==> config.mk <==
export PLATFORM = sky130hd
export DESIGN_NAME = vram_port_arbiter_flat
export DESIGN_NICKNAME = d
export VERILOG_FILES = /design/src/rtl/vram_port_arbiter_if.sv /design/src/rtl/vram_port_arbiter.sv /design/src/flat_wrapper.sv
export SDC_FILE = /design/constraint.sdc
export NUM_CORES = 1
export LEC_CHECK = 0
export ABC_CLOCK_PERIOD_IN_PS = 2700
export CORE_MARGIN = 3
export CORE_UTILIZATION = 55
export CTS_BUF_LIST = sky130_fd_sc_hd__clkbuf_4
export CTS_CLUSTER_DIAMETER = 80
export DETAILED_ROUTE_END_ITERATION = 16
export PLACE_DENSITY = 0.88
export SLEW_MARGIN = 40
export SYNTH_ARGS = -nofsm -noshare
export SYNTH_HDL_FRONTEND = slang
export SYNTH_SLANG_ARGS = --single-unit
==> constraint.sdc <==
create_clock -name vga_clk -period 2.7 [get_ports vga_clk]
set_input_delay 0.405 -clock vga_clk [delete_from_list [all_inputs] [get_ports vga_clk]]
set_output_delay 0.405 -clock vga_clk [all_outputs]
set_load 0.02 [all_outputs]
==> src/rtl/vram_port_arbiter_if.sv <==
// Bus bundle between vga_sync/renderer, the VRAM port arbiter and the frame-buffer RAM.
// The arbiter takes the slave view; the environment driving it takes the master view.
interface vram_port_arbiter_if;
  logic        rdn;
  logic [8:0]  row_addr;
  logic [9:0]  col_addr;
  logic [11:0] pix_out;
  logic        wr_req;
  logic        wr_ready;
  logic [8:0]  wr_row;
  logic [9:0]  wr_col;
  logic [11:0] wr_data;
  logic        clr_req;
  logic [11:0] clr_color;
  logic        clr_busy;
  logic        clr_done;
  logic        wr_drop;
  logic [18:0] ram_addr;
  logic        ram_we;
  logic [11:0] ram_wdata;
  logic [11:0] ram_rdata;

  modport slave (
    input  rdn, row_addr, col_addr, wr_req, wr_row, wr_col, wr_data,
           clr_req, clr_color, ram_rdata,
    output pix_out, wr_ready, clr_busy, clr_done, wr_drop,
           ram_addr, ram_we, ram_wdata
  );

  modport master (
    output rdn, row_addr, col_addr, wr_req, wr_row, wr_col, wr_data,
           clr_req, clr_color, ram_rdata,
    input  pix_out, wr_ready, clr_busy, clr_done, wr_drop,
           ram_addr, ram_we, ram_wdata
  );
endinterface

==> src/rtl/vram_port_arbiter.sv <==
// Shares a single-port async-read pixel RAM between scan-out reads (absolute priority),
// a frame-clear sweep and a small renderer write FIFO drained in blanking cycles.
module vram_port_arbiter #(
  parameter int FIFO_DEPTH = 4,
  parameter int H_PIX      = 640,
  parameter int V_PIX      = 480
) (
  input  logic                 vga_clk,
  input  logic                 clrn,
  vram_port_arbiter_if.slave   bus
);
  localparam int PW = $clog2(FIFO_DEPTH);

  typedef enum logic {IDLE, CLEAR} state_t;

  state_t      state_q;
  logic [8:0]  clr_row_q;
  logic [9:0]  clr_col_q;
  logic [11:0] clr_color_q;
  logic        clr_busy_q;
  logic        clr_done_q;
  logic        wr_drop_q;

  logic [PW-1:0] rd_ptr_q, rd_ptr_d;
  logic [PW-1:0] wr_ptr_q, wr_ptr_d;
  logic [PW:0]   count_q, count_d;
  logic [18:0]   fifo_addr_mem [FIFO_DEPTH];
  logic [11:0]   fifo_data_mem [FIFO_DEPTH];

  logic fifo_full, fifo_empty, push, pop;
  logic clr_col_last, clr_row_last;

  // Depth is a power of two, so the count MSB alone marks a full FIFO.
  assign fifo_full    = count_q[PW];
  assign fifo_empty   = (count_q == '0);
  assign push         = bus.wr_req & ~fifo_full;
  assign pop          = bus.rdn & (state_q == IDLE) & ~fifo_empty;
  assign clr_col_last = (clr_col_q == 10'(H_PIX - 1));
  assign clr_row_last = (clr_row_q == 9'(V_PIX - 1));

  assign bus.wr_ready = ~fifo_full;
  assign bus.clr_busy = clr_busy_q;
  assign bus.clr_done = clr_done_q;
  assign bus.wr_drop  = wr_drop_q;

  always_comb begin
    bus.ram_addr  = {bus.row_addr, bus.col_addr};
    bus.ram_we    = 1'b0;
    bus.ram_wdata = 12'h000;
    bus.pix_out   = 12'h000;
    if (!bus.rdn) begin
      bus.pix_out = bus.ram_rdata;
    end else if (state_q == CLEAR) begin
      bus.ram_addr  = {clr_row_q, clr_col_q};
      bus.ram_we    = 1'b1;
      bus.ram_wdata = clr_color_q;
    end else if (!fifo_empty) begin
      bus.ram_addr  = fifo_addr_mem[rd_ptr_q];
      bus.ram_we    = 1'b1;
      bus.ram_wdata = fifo_data_mem[rd_ptr_q];
    end
  end

  always_comb begin
    rd_ptr_d = rd_ptr_q;
    wr_ptr_d = wr_ptr_q;
    count_d  = count_q;
    if (pop)  rd_ptr_d = rd_ptr_q + 1'b1;
    if (push) wr_ptr_d = wr_ptr_q + 1'b1;
    case ({push, pop})
      2'b10:   count_d = count_q + 1'b1;
      2'b01:   count_d = count_q - 1'b1;
      default: count_d = count_q;
    endcase
  end

  // Storage carries no reset; validity is tracked by the pointers alone.
  always_ff @(posedge vga_clk) begin
    if (push) begin
      fifo_addr_mem[wr_ptr_q] <= {bus.wr_row, bus.wr_col};
      fifo_data_mem[wr_ptr_q] <= bus.wr_data;
    end
  end

  always_ff @(posedge vga_clk or negedge clrn) begin
    if (!clrn) begin
      rd_ptr_q <= '0;
      wr_ptr_q <= '0;
      count_q  <= '0;
    end else begin
      rd_ptr_q <= rd_ptr_d;
      wr_ptr_q <= wr_ptr_d;
      count_q  <= count_d;
    end
  end

  always_ff @(posedge vga_clk or negedge clrn) begin
    if (!clrn) begin
      state_q     <= IDLE;
      clr_row_q   <= '0;
      clr_col_q   <= '0;
      clr_color_q <= '0;
      clr_busy_q  <= 1'b0;
      clr_done_q  <= 1'b0;
      wr_drop_q   <= 1'b0;
    end else begin
      clr_done_q <= 1'b0;
      if (bus.wr_req && fifo_full) wr_drop_q <= 1'b1;
      case (state_q)
        IDLE: begin
          if (bus.clr_req) begin
            state_q     <= CLEAR;
            clr_busy_q  <= 1'b1;
            clr_color_q <= bus.clr_color;
            clr_row_q   <= '0;
            clr_col_q   <= '0;
          end
        end
        CLEAR: begin
          // Scan-out cycles hold the sweep where it is.
          if (bus.rdn) begin
            if (clr_col_last) begin
              clr_col_q <= '0;
              if (clr_row_last) begin
                clr_row_q  <= '0;
                state_q    <= IDLE;
                clr_busy_q <= 1'b0;
                clr_done_q <= 1'b1;
              end else begin
                clr_row_q <= clr_row_q + 1'b1;
              end
            end else begin
              clr_col_q <= clr_col_q + 1'b1;
            end
          end
        end
        default: state_q <= IDLE;
      endcase
    end
  end
endmodule

==> src/flat_wrapper.sv <==
// flat-port wrapper written by rule: the top's interface ports become plain ports
module vram_port_arbiter_flat 
#(
  parameter int FIFO_DEPTH = 4,
  parameter int H_PIX      = 640,
  parameter int V_PIX      = 480
)
  (vga_clk, clrn, bus_rdn, bus_row_addr, bus_col_addr, bus_wr_req, bus_wr_row, bus_wr_col, bus_wr_data, bus_clr_req, bus_clr_color, bus_ram_rdata, bus_pix_out, bus_wr_ready, bus_clr_busy, bus_clr_done, bus_wr_drop, bus_ram_addr, bus_ram_we, bus_ram_wdata);
  vram_port_arbiter_if bus_i ();
  input  logic vga_clk;
  input  logic clrn;
  input wire logic [$bits(bus_i.rdn)-1:0] bus_rdn;
  input wire logic [$bits(bus_i.row_addr)-1:0] bus_row_addr;
  input wire logic [$bits(bus_i.col_addr)-1:0] bus_col_addr;
  input wire logic [$bits(bus_i.wr_req)-1:0] bus_wr_req;
  input wire logic [$bits(bus_i.wr_row)-1:0] bus_wr_row;
  input wire logic [$bits(bus_i.wr_col)-1:0] bus_wr_col;
  input wire logic [$bits(bus_i.wr_data)-1:0] bus_wr_data;
  input wire logic [$bits(bus_i.clr_req)-1:0] bus_clr_req;
  input wire logic [$bits(bus_i.clr_color)-1:0] bus_clr_color;
  input wire logic [$bits(bus_i.ram_rdata)-1:0] bus_ram_rdata;
  output wire logic [$bits(bus_i.pix_out)-1:0] bus_pix_out;
  output wire logic [$bits(bus_i.wr_ready)-1:0] bus_wr_ready;
  output wire logic [$bits(bus_i.clr_busy)-1:0] bus_clr_busy;
  output wire logic [$bits(bus_i.clr_done)-1:0] bus_clr_done;
  output wire logic [$bits(bus_i.wr_drop)-1:0] bus_wr_drop;
  output wire logic [$bits(bus_i.ram_addr)-1:0] bus_ram_addr;
  output wire logic [$bits(bus_i.ram_we)-1:0] bus_ram_we;
  output wire logic [$bits(bus_i.ram_wdata)-1:0] bus_ram_wdata;
  assign bus_i.rdn = bus_rdn;
  assign bus_i.row_addr = bus_row_addr;
  assign bus_i.col_addr = bus_col_addr;
  assign bus_i.wr_req = bus_wr_req;
  assign bus_i.wr_row = bus_wr_row;
  assign bus_i.wr_col = bus_wr_col;
  assign bus_i.wr_data = bus_wr_data;
  assign bus_i.clr_req = bus_clr_req;
  assign bus_i.clr_color = bus_clr_color;
  assign bus_i.ram_rdata = bus_ram_rdata;
  assign bus_pix_out = bus_i.pix_out;
  assign bus_wr_ready = bus_i.wr_ready;
  assign bus_clr_busy = bus_i.clr_busy;
  assign bus_clr_done = bus_i.clr_done;
  assign bus_wr_drop = bus_i.wr_drop;
  assign bus_ram_addr = bus_i.ram_addr;
  assign bus_ram_we = bus_i.ram_we;
  assign bus_ram_wdata = bus_i.ram_wdata;
  vram_port_arbiter #(.FIFO_DEPTH(FIFO_DEPTH), .H_PIX(H_PIX), .V_PIX(V_PIX)) u_core (.vga_clk(vga_clk), .clrn(clrn), .bus(bus_i));
endmodule
[Word level (Yosys, flattened, before mapping)]
Memory sizes are Yosys's and may differ from the RTL's.
Cells that the tools add are included.
Storage, ports and cells
  register bits: 42
  bits in writable memories: 124
  input port bits: 79
  logic and storage cells: 75
  memories kept: 2
Operators by class
  add/sub/neg operators: 6
  equal/unequal tests: 8
  multiplexer cells: 36
  bitwise operators: 6
  reduce and logical (&&, ||, !) cells: 7
Memory list
  u_core.fifo_addr_mem: depth 4, bits a word 19, rd ports 1, clocked after memory_dff 0, write ports 1, RTL line vram_port_arbiter.sv:27  | logic [18:0] fifo_addr_mem [FIFO_DEPTH];
  u_core.fifo_data_mem: depth 4, bits a word 12, rd ports 1, clocked after memory_dff 0, write ports 1, RTL line vram_port_arbiter.sv:28  | logic [11:0] fifo_data_mem [FIFO_DEPTH];
Operator list (number)
  $mux W19: 3
  $mux W12: 4
  $mux W9: 4
  $mux W10: 3
  $pmux W10 S2: 1
  $pmux W9 S2: 1
  $mux W1: 17
  $add A10 B1 Y10 const B: 1
  $eq A10 B10 Y1 const B: 1
  $add A9 B1 Y9 const B: 1
  $eq A9 B9 Y1 const B: 1
  $ne A2 B2 Y1 const B: 4
  $pmux W3 S2: 1
  $add A2 B1 Y2 const B: 2
  $pmux W1 S2: 2
  $reduce_and A2 Y1: 2
  $reduce_and A4 Y1: 1
  $add A3 B1 Y3 const B: 1
  $and A1 B1 Y1: 3
  $logic_not A3 Y1: 1
  $not A1 Y1: 3
  $reduce_and A3 Y1: 1
  $sub A3 B1 Y3 const B: 1
  $eq A2 B1 Y1 const B: 1
  3 further kinds: 3

[Logic depth before layout (Yosys ltp)]
  depth after elaboration: 5
  mapped depth: 10

[Worst setup path after synthesis]
OpenSTA, ideal clock, no wires.
  kind: input to register
  start point: input bus_rdn
  end point: register u_core.count_q[2]
  setup time: 80 ps
  data arrival time: 2345 ps
  path slack: 275 ps
  stages on the path: 10
  path buffers: 2
  path through: clkbuf_1 -> o31ai_1 -> nor2_1 -> clkbuf_1 -> ha_1 -> inv_1 -> fa_1 -> xor2_1 -> nor2_1 -> xnor2_1
On the way
  cells in the longest elaborated chain, start to end: 4
  elaborated cells on any way between the ends: 6
Ends and longest elaborated chain
  start: declaration: RTL line flat_wrapper.sv:12  | input wire logic [$bits(bus_i.rdn)-1:0] bus_rdn;
  $and A1 B1 Y1 (*) (2 in a row): RTL line vram_port_arbiter.sv:37  | assign pop = bus.rdn & (state_q == IDLE) & ~fifo_empty;
  net u_core.pop: RTL line vram_port_arbiter.sv:30  | logic fifo_full, fifo_empty, push, pop;
  $eq A2 B1 Y1 / $eq A2 B2 Y1 (equally long branches): RTL line vram_port_arbiter.sv:70  | case ({push, pop})
  $pmux W3 S2 / $reduce_bool A2 Y1 (equally long branches)
  end signal: assignment: RTL line vram_port_arbiter.sv:93  | count_q <= count_d;
  end: declaration: RTL line vram_port_arbiter.sv:26  | logic [PW:0] count_q, count_d;
The timed path passes the listed nets; every way through them passes the cells marked *.
A chain may end at the register's enable or synchronous reset.

[Final worst setup path]
  start point: register u_core.rd_ptr_q[0]
  end point: output bus_ram_addr[11]
On the way
  cells in the longest elaborated chain, start to end: 4
Ends and longest elaborated chain
  start: declaration: RTL line vram_port_arbiter.sv:24  | logic [PW-1:0] rd_ptr_q, rd_ptr_d;
  start signal: assignment: RTL line vram_port_arbiter.sv:91  | rd_ptr_q <= rd_ptr_d;
  $mem_v2 Z4 W19
  $mux W19: RTL line vram_port_arbiter.sv:57  | end else if (!fifo_empty) begin
  $mux W19: RTL line vram_port_arbiter.sv:53  | end else if (state_q == CLEAR) begin
  $mux W19: RTL line vram_port_arbiter.sv:51  | if (!bus.rdn) begin
  end: declaration: RTL line flat_wrapper.sv:27  | output wire logic [$bits(bus_i.ram_addr)-1:0] bus_ram_addr;
No other way between the ends.

==> impl_results.html <==
<table>
<tr><th>Metric</th><th>Value</th></tr>
<tr><th colspan="2">Critical path</th></tr>
<tr><td>Worst EP arrival</td><td>between 2000 and 2500 ps</td></tr>
<tr><td>Critical path cell sequence</td><td>buf_12, buf_16, buf_12, mux4_2, o22ai_1, a21oi_1, buf_4</td></tr>
<tr><td>Launching element type of the critical path</td><td>flop</td></tr>
<tr><td>Required time of the critical path</td><td>around 2300 ps</td></tr>
<tr><td>Worst path bufs/invs</td><td>4</td></tr>
<tr><td>Critical path fanouts, max</td><td>6</td></tr>
<tr><td>Kind of cell with the highest combined delay on the critical path</td><td>buffers and inverters</td></tr>
<tr><td>Sort of element at the end of the critical path</td><td>output port</td></tr>
<tr><td>Crit path max-delay cell type</td><td>sky130_fd_sc_hd__mux4_2</td></tr>
<tr><td>Crit path top cell by count</td><td>sky130_fd_sc_hd__buf_12</td></tr>
<tr><td>Worst path max stage delay</td><td>between 500 and 600 ps</td></tr>
<tr><td>Path type of the worst setup path</td><td>flop to output port</td></tr>
<tr><th colspan="2">Place</th></tr>
<tr><td>GPL Wtd Cong</td><td>about 0.9</td></tr>
<tr><td>Number of buffers inserted by port buffering</td><td>roughly 130</td></tr>
<tr><td>Detailed Place HPWL</td><td>11700 um</td></tr>
<tr><th colspan="2">Detailed routing</th></tr>
<tr><td>1st-pass router iterations</td><td>9</td></tr>
<tr><td>DR iter-0 viols</td><td>just under 800</td></tr>
<tr><td>Via total after detailed routing</td><td>~5000</td></tr>
<tr><td>Post-route ant nets</td><td>0</td></tr>
<tr><td>Detail-routed via count per cell</td><td>between 6 and 7</td></tr>
<tr><td>Wirelength, routed</td><td>~18000 um</td></tr>
<tr><td>Residual DRC</td><td>0</td></tr>
<tr><td>Wirelength per Cell</td><td>22.2 um</td></tr>
<tr><th colspan="2">Floorplanning</th></tr>
<tr><td>X dimension of the die</td><td>around 120 um</td></tr>
<tr><td>Placeable core region</td><td>between 0.01 and 0.015 sq mm</td></tr>
<tr><td>Area of the die</td><td>0.0144 sq mm</td></tr>
<tr><td>Die Span Y</td><td>120 um</td></tr>
<tr><td># IOs</td><td>approximately 130</td></tr>
<tr><td>Count of standard-cell rows</td><td>40</td></tr>
<tr><td>Starting utilization of the core area</td><td>between 50 and 60%</td></tr>
<tr><th colspan="2">Logic synthesis</th></tr>
<tr><td>Net count after synthesis</td><td>572</td></tr>
<tr><td>Library cell with the largest summed area after synthesis</td><td>sky130_fd_sc_hd__edfxtp_1</td></tr>
<tr><td>Cell area after technology mapping</td><td>around 0.007 sq mm</td></tr>
<tr><td>Mapped Cells</td><td>roughly 490</td></tr>
<tr><td>Count of flip-flops with a built-in enable after synthesis</td><td>~120</td></tr>
<tr><td>Number of synthesized register bits</td><td>approximately 170</td></tr>
<tr><td>Post-synthesis sequential area ratio</td><td>approximately two thirds</td></tr>
<tr><td>Fraction of synthesized cell area taken by the top area cell type</td><td>52.1%</td></tr>
<tr><td>Count of yosys warnings during synthesis</td><td>0</td></tr>
<tr><td>Prevailing post-synth register cell</td><td>sky130_fd_sc_hd__edfxtp_1</td></tr>
<tr><td>Synth unique cells</td><td>between 40 and 50</td></tr>
<tr><td>Top area cells in the synthesized netlist</td><td>sky130_fd_sc_hd__edfxtp_1 (52%), sky130_fd_sc_hd__dfrtp_1 (15%), sky130_fd_sc_hd__mux4_2 (9.8%), sky130_fd_sc_hd__o22ai_1 (3.6%), sky130_fd_sc_hd__nand2_1 (2.9%)</td></tr>
<tr><td>Share of flip-flops with an asynchronous set or reset after synthesis</td><td>25.3%</td></tr>
<tr><td>Avg Synthesized Cell Area</td><td>around 15 sq um</td></tr>
<tr><th colspan="2">STA</th></tr>
<tr><td>Relative slew margins</td><td>46.8%</td></tr>
<tr><td>Unrepaired setup endpoints after global routing</td><td>true</td></tr>
<tr><td>Final critical delay including setup and external delays</td><td>~2700 ps</td></tr>
<tr><td>Maximum clock frequency</td><td>about 370 MHz</td></tr>
<tr><td>Hold_ws</td><td>374 ps</td></tr>
<tr><td>Portion of the clock cycle consumed by the worst path in the final layout</td><td>between 90 and 100%</td></tr>
<tr><td>Worst Skew</td><td>roughly 12 ps</td></tr>
<tr><td>Final setup fails</td><td>0</td></tr>
<tr><td>Hold violation total from the final report</td><td>0</td></tr>
<tr><td>Slew at the pin closest to its max-slew limit</td><td>about 780 ps</td></tr>
<tr><td>Slew Limit Fails</td><td>0</td></tr>
<tr><th colspan="2">Clock network</th></tr>
<tr><td>Root buf cell</td><td>sky130_fd_sc_hd__clkbuf_4</td></tr>
<tr><td>Clock slew at the register clock pins of the worst setup and hold paths</td><td>about 130 ps</td></tr>
<tr><td>CTS tree</td><td>yes</td></tr>
<tr><td>Count of clock tree sinks</td><td>approximately 170</td></tr>
<tr><td>Total clock buffers created by CTS</td><td>17</td></tr>
<tr><td>CTS Buffer Depth</td><td>2</td></tr>
<tr><td>H-tree lvl count</td><td>4</td></tr>
<tr><td>Clock latency at the later pin of the worst-skew pair</td><td>roughly 550 ps</td></tr>
<tr><th colspan="2">Power and ir drop</th></tr>
<tr><td>Power, Total</td><td>5.97 mW</td></tr>
<tr><td>Part of the power in registers</td><td>a little under three fifths</td></tr>
<tr><td>Design internal power</td><td>roughly 4.2 mW</td></tr>
<tr><td>Leakage</td><td>about 3.3 nW</td></tr>
<tr><td>VDD IR max</td><td>between 0.5 and 0.6 mV</td></tr>
<tr><td>Logic pwr share</td><td>roughly a fifth</td></tr>
<tr><td>Clock power share</td><td>about a quarter</td></tr>
<tr><td>Power Density</td><td>roughly 660 mW/mm^2</td></tr>
<tr><td>Switching share of total power</td><td>~30%</td></tr>
<tr><td>Sw Pwr</td><td>1.76 mW</td></tr>
<tr><th colspan="2">Final layout</th></tr>
<tr><td>Most used cells in the layout excluding fill and tap cells</td><td>sky130_fd_sc_hd__edfxtp_1 (124), sky130_fd_sc_hd__clkdlybuf4s50_1 (94), sky130_fd_sc_hd__nand2_1 (55)</td></tr>
<tr><td>Post-Route Utilization</td><td>about three quarters</td></tr>
<tr><td>Most frequent standard cell in the layout excluding fill and tap cells</td><td>sky130_fd_sc_hd__edfxtp_1</td></tr>
<tr><td>Synthesis-to-layout area growth</td><td>27.7%</td></tr>
<tr><td>Sequential cell area</td><td>between 0.004 and 0.005 sq mm</td></tr>
<tr><td>Multi-input gate area in the final layout</td><td>~0.0022 sq mm</td></tr>
<tr><td>Ratio of cells with drive above 1 in the final layout</td><td>a little over a fifth</td></tr>
<tr><td>Final-stage net count</td><td>719</td></tr>
<tr><td>Number of fillers in the final layout</td><td>~770</td></tr>
<tr><th colspan="2">GRT</th></tr>
<tr><td>Met2 global-route usage</td><td>40.8%</td></tr>
<tr><td>Pin count of the biggest net entering global routing</td><td>32</td></tr>
<tr><td>Residual overflow from global routing</td><td>0</td></tr>
<tr><td>GR Layer Usage met1</td><td>about a third</td></tr>
<tr><td>Met3 usage in global routing</td><td>approximately 7.4%</td></tr>
<tr><td>Antenna violations before repair</td><td>1</td></tr>
<tr><td>Vias in the first global route</td><td>just under 5000</td></tr>
<tr><td>Busiest layer in global routing</td><td>met2</td></tr>
<tr><td>GRT Util Overall</td><td>~25%</td></tr>
<tr><td>Wire length of the first global-routing pass</td><td>27500 um</td></tr>
<tr><th colspan="2">Run status</th></tr>
<tr><td>Status</td><td>finished, final reports clean</td></tr>
<tr><th colspan="2">Worst hold path</th></tr>
<tr><td>Type of the tightest min-delay check</td><td>primary input to flop</td></tr>
<tr><th colspan="2">Run</th></tr>
<tr><td>Count of max-cap constraint violations</td><td>0</td></tr>
</table>
-- Yosys cell counts, types with 8 or more instances --
| library cell | count |
|---|---|
| sky130_fd_sc_hd__o21ai_0 | 10 |
| sky130_fd_sc_hd__nor2b_1 | 13 |
| sky130_fd_sc_hd__inv_1 | 10 |
| sky130_fd_sc_hd__and2_1 | 8 |
| sky130_fd_sc_hd__nand2_1 | 55 |
| sky130_fd_sc_hd__edfxtp_1 | 124 |
| sky130_fd_sc_hd__a22o_1 | 12 |
| sky130_fd_sc_hd__dfrtp_1 | 42 |
| sky130_fd_sc_hd__nand3_1 | 11 |
| sky130_fd_sc_hd__xnor2_1 | 9 |
| sky130_fd_sc_hd__clkbuf_1 | 21 |
| sky130_fd_sc_hd__a21oi_1 | 21 |
| sky130_fd_sc_hd__mux4_2 | 31 |
| sky130_fd_sc_hd__o22ai_1 | 41 |
| sky130_fd_sc_hd__nor2_1 | 12 |
-- flip-flops by register name, summed over array words and instances, names as in the netlist --
name	count
u_core.clr_row_q	9
u_core.clr_color_q	12
u_core.clr_col_q	10
u_core.bus.wr_drop	1
u_core.bus.clr_busy	1
u_core.wr_ptr_q	2
u_core.bus.clr_done	1
u_core.fifo_data_mem	48
u_core.fifo_addr_mem	76
u_core.state_q	1
u_core.count_q	3
u_core.rd_ptr_q	2
-- metrics by stage --
step	TNS [ps]	setup WS, ps	cell area (sq um)	cells
global placement	0	28.4	8730	768
floorplan	0	275	7140	485
finish	0	11.7	9110	814
global route	-663	-100	9110	814
detailed placement	-68.7	-30.7	8730	768
CTS	-93.5	-31.4	9100	806
-- cell families after synthesis --
kind of cell | share of synthesized area [%]
buffers and inverters | 2.42
xor gates and xnor gates | 1.59
and+or+nand+nor | 8.55
muxes | 10.6
DFF | 66.9
adders and majority gates | 1.51
AOI/OAI and AO/OA | 8.45
-- path summary, 6_finish.rpt --
path	start	to	slack [ps]	cells past startpoint
hold / removal	bus_clr_color[3]	u_core.clr_color_q[3]$_DFFE_PN0P_	370	3
setup / recovery	u_core.rd_ptr_q[0]$_DFFE_PN0P_	bus_ram_addr[11]	10	7
max in group asynchronous	clrn	u_core.clr_row_q[4]$_DFFE_PN0P_	1620	3
setup reg to reg	u_core.clr_col_q[4]$_DFFE_PN0P_	u_core.clr_row_q[6]$_DFFE_PN0P_	660	4
min in group asynchronous	clrn	u_core.clr_color_q[8]$_DFFE_PN0P_	420	2
hold reg to reg	u_core.bus.wr_drop$_DFFE_PN0P_	u_core.bus.wr_drop$_DFFE_PN0P_	480	1
-- worst reg2reg max path, delay by kind of cell (launching register included) --
kind / cells / cell delay (ps)
DFF: 1 / 530
and+or+nand+nor: 4 / 1460
-- area by class of cell --
class / instances / share of cell area, %
antenna: 1 / 0.0275
clock inverter: 14 / 1.84
multi-input combinational: 277 / 24.6
inverter: 11 / 0.453
sequential: 166 / 52.4
tap: 168 / 2.31
timing repair buffer: 159 / 16.9
clock buffer: 18 / 1.48
-- routing by layer --
metal | vias to the layer above | part of all wire, %
met3 | 43 | 9.7
met2 | 330 | 51
met1 | 2462 | 37
met5 | - | 0
met4 | 0 | 1.9
li1 | 2173 | -
-- power by group through the flow --
stage	Clock (mW)	Sequential [mW]	Combinational [mW]
final	1.49	3.32	1.17
after floorplan	0	3.26	0.667
after CTS	1.51	3.31	1.16
after detailed placement	0	3.35	1.17
after global routing	1.62	3.34	1.26
after global placement	0	3.32	1.12
-- repair_timing --
action	in CTS	in global routing
setup buffers	4	6
pin swaps	0	4
setup endpoints to repair	31	24
cloned	1	1
endpoints found under the hold margin	29	0
gates resized for setup	102	28
hold buffers	1	0
No activity file was read; power rests on OpenSTA's default activity.
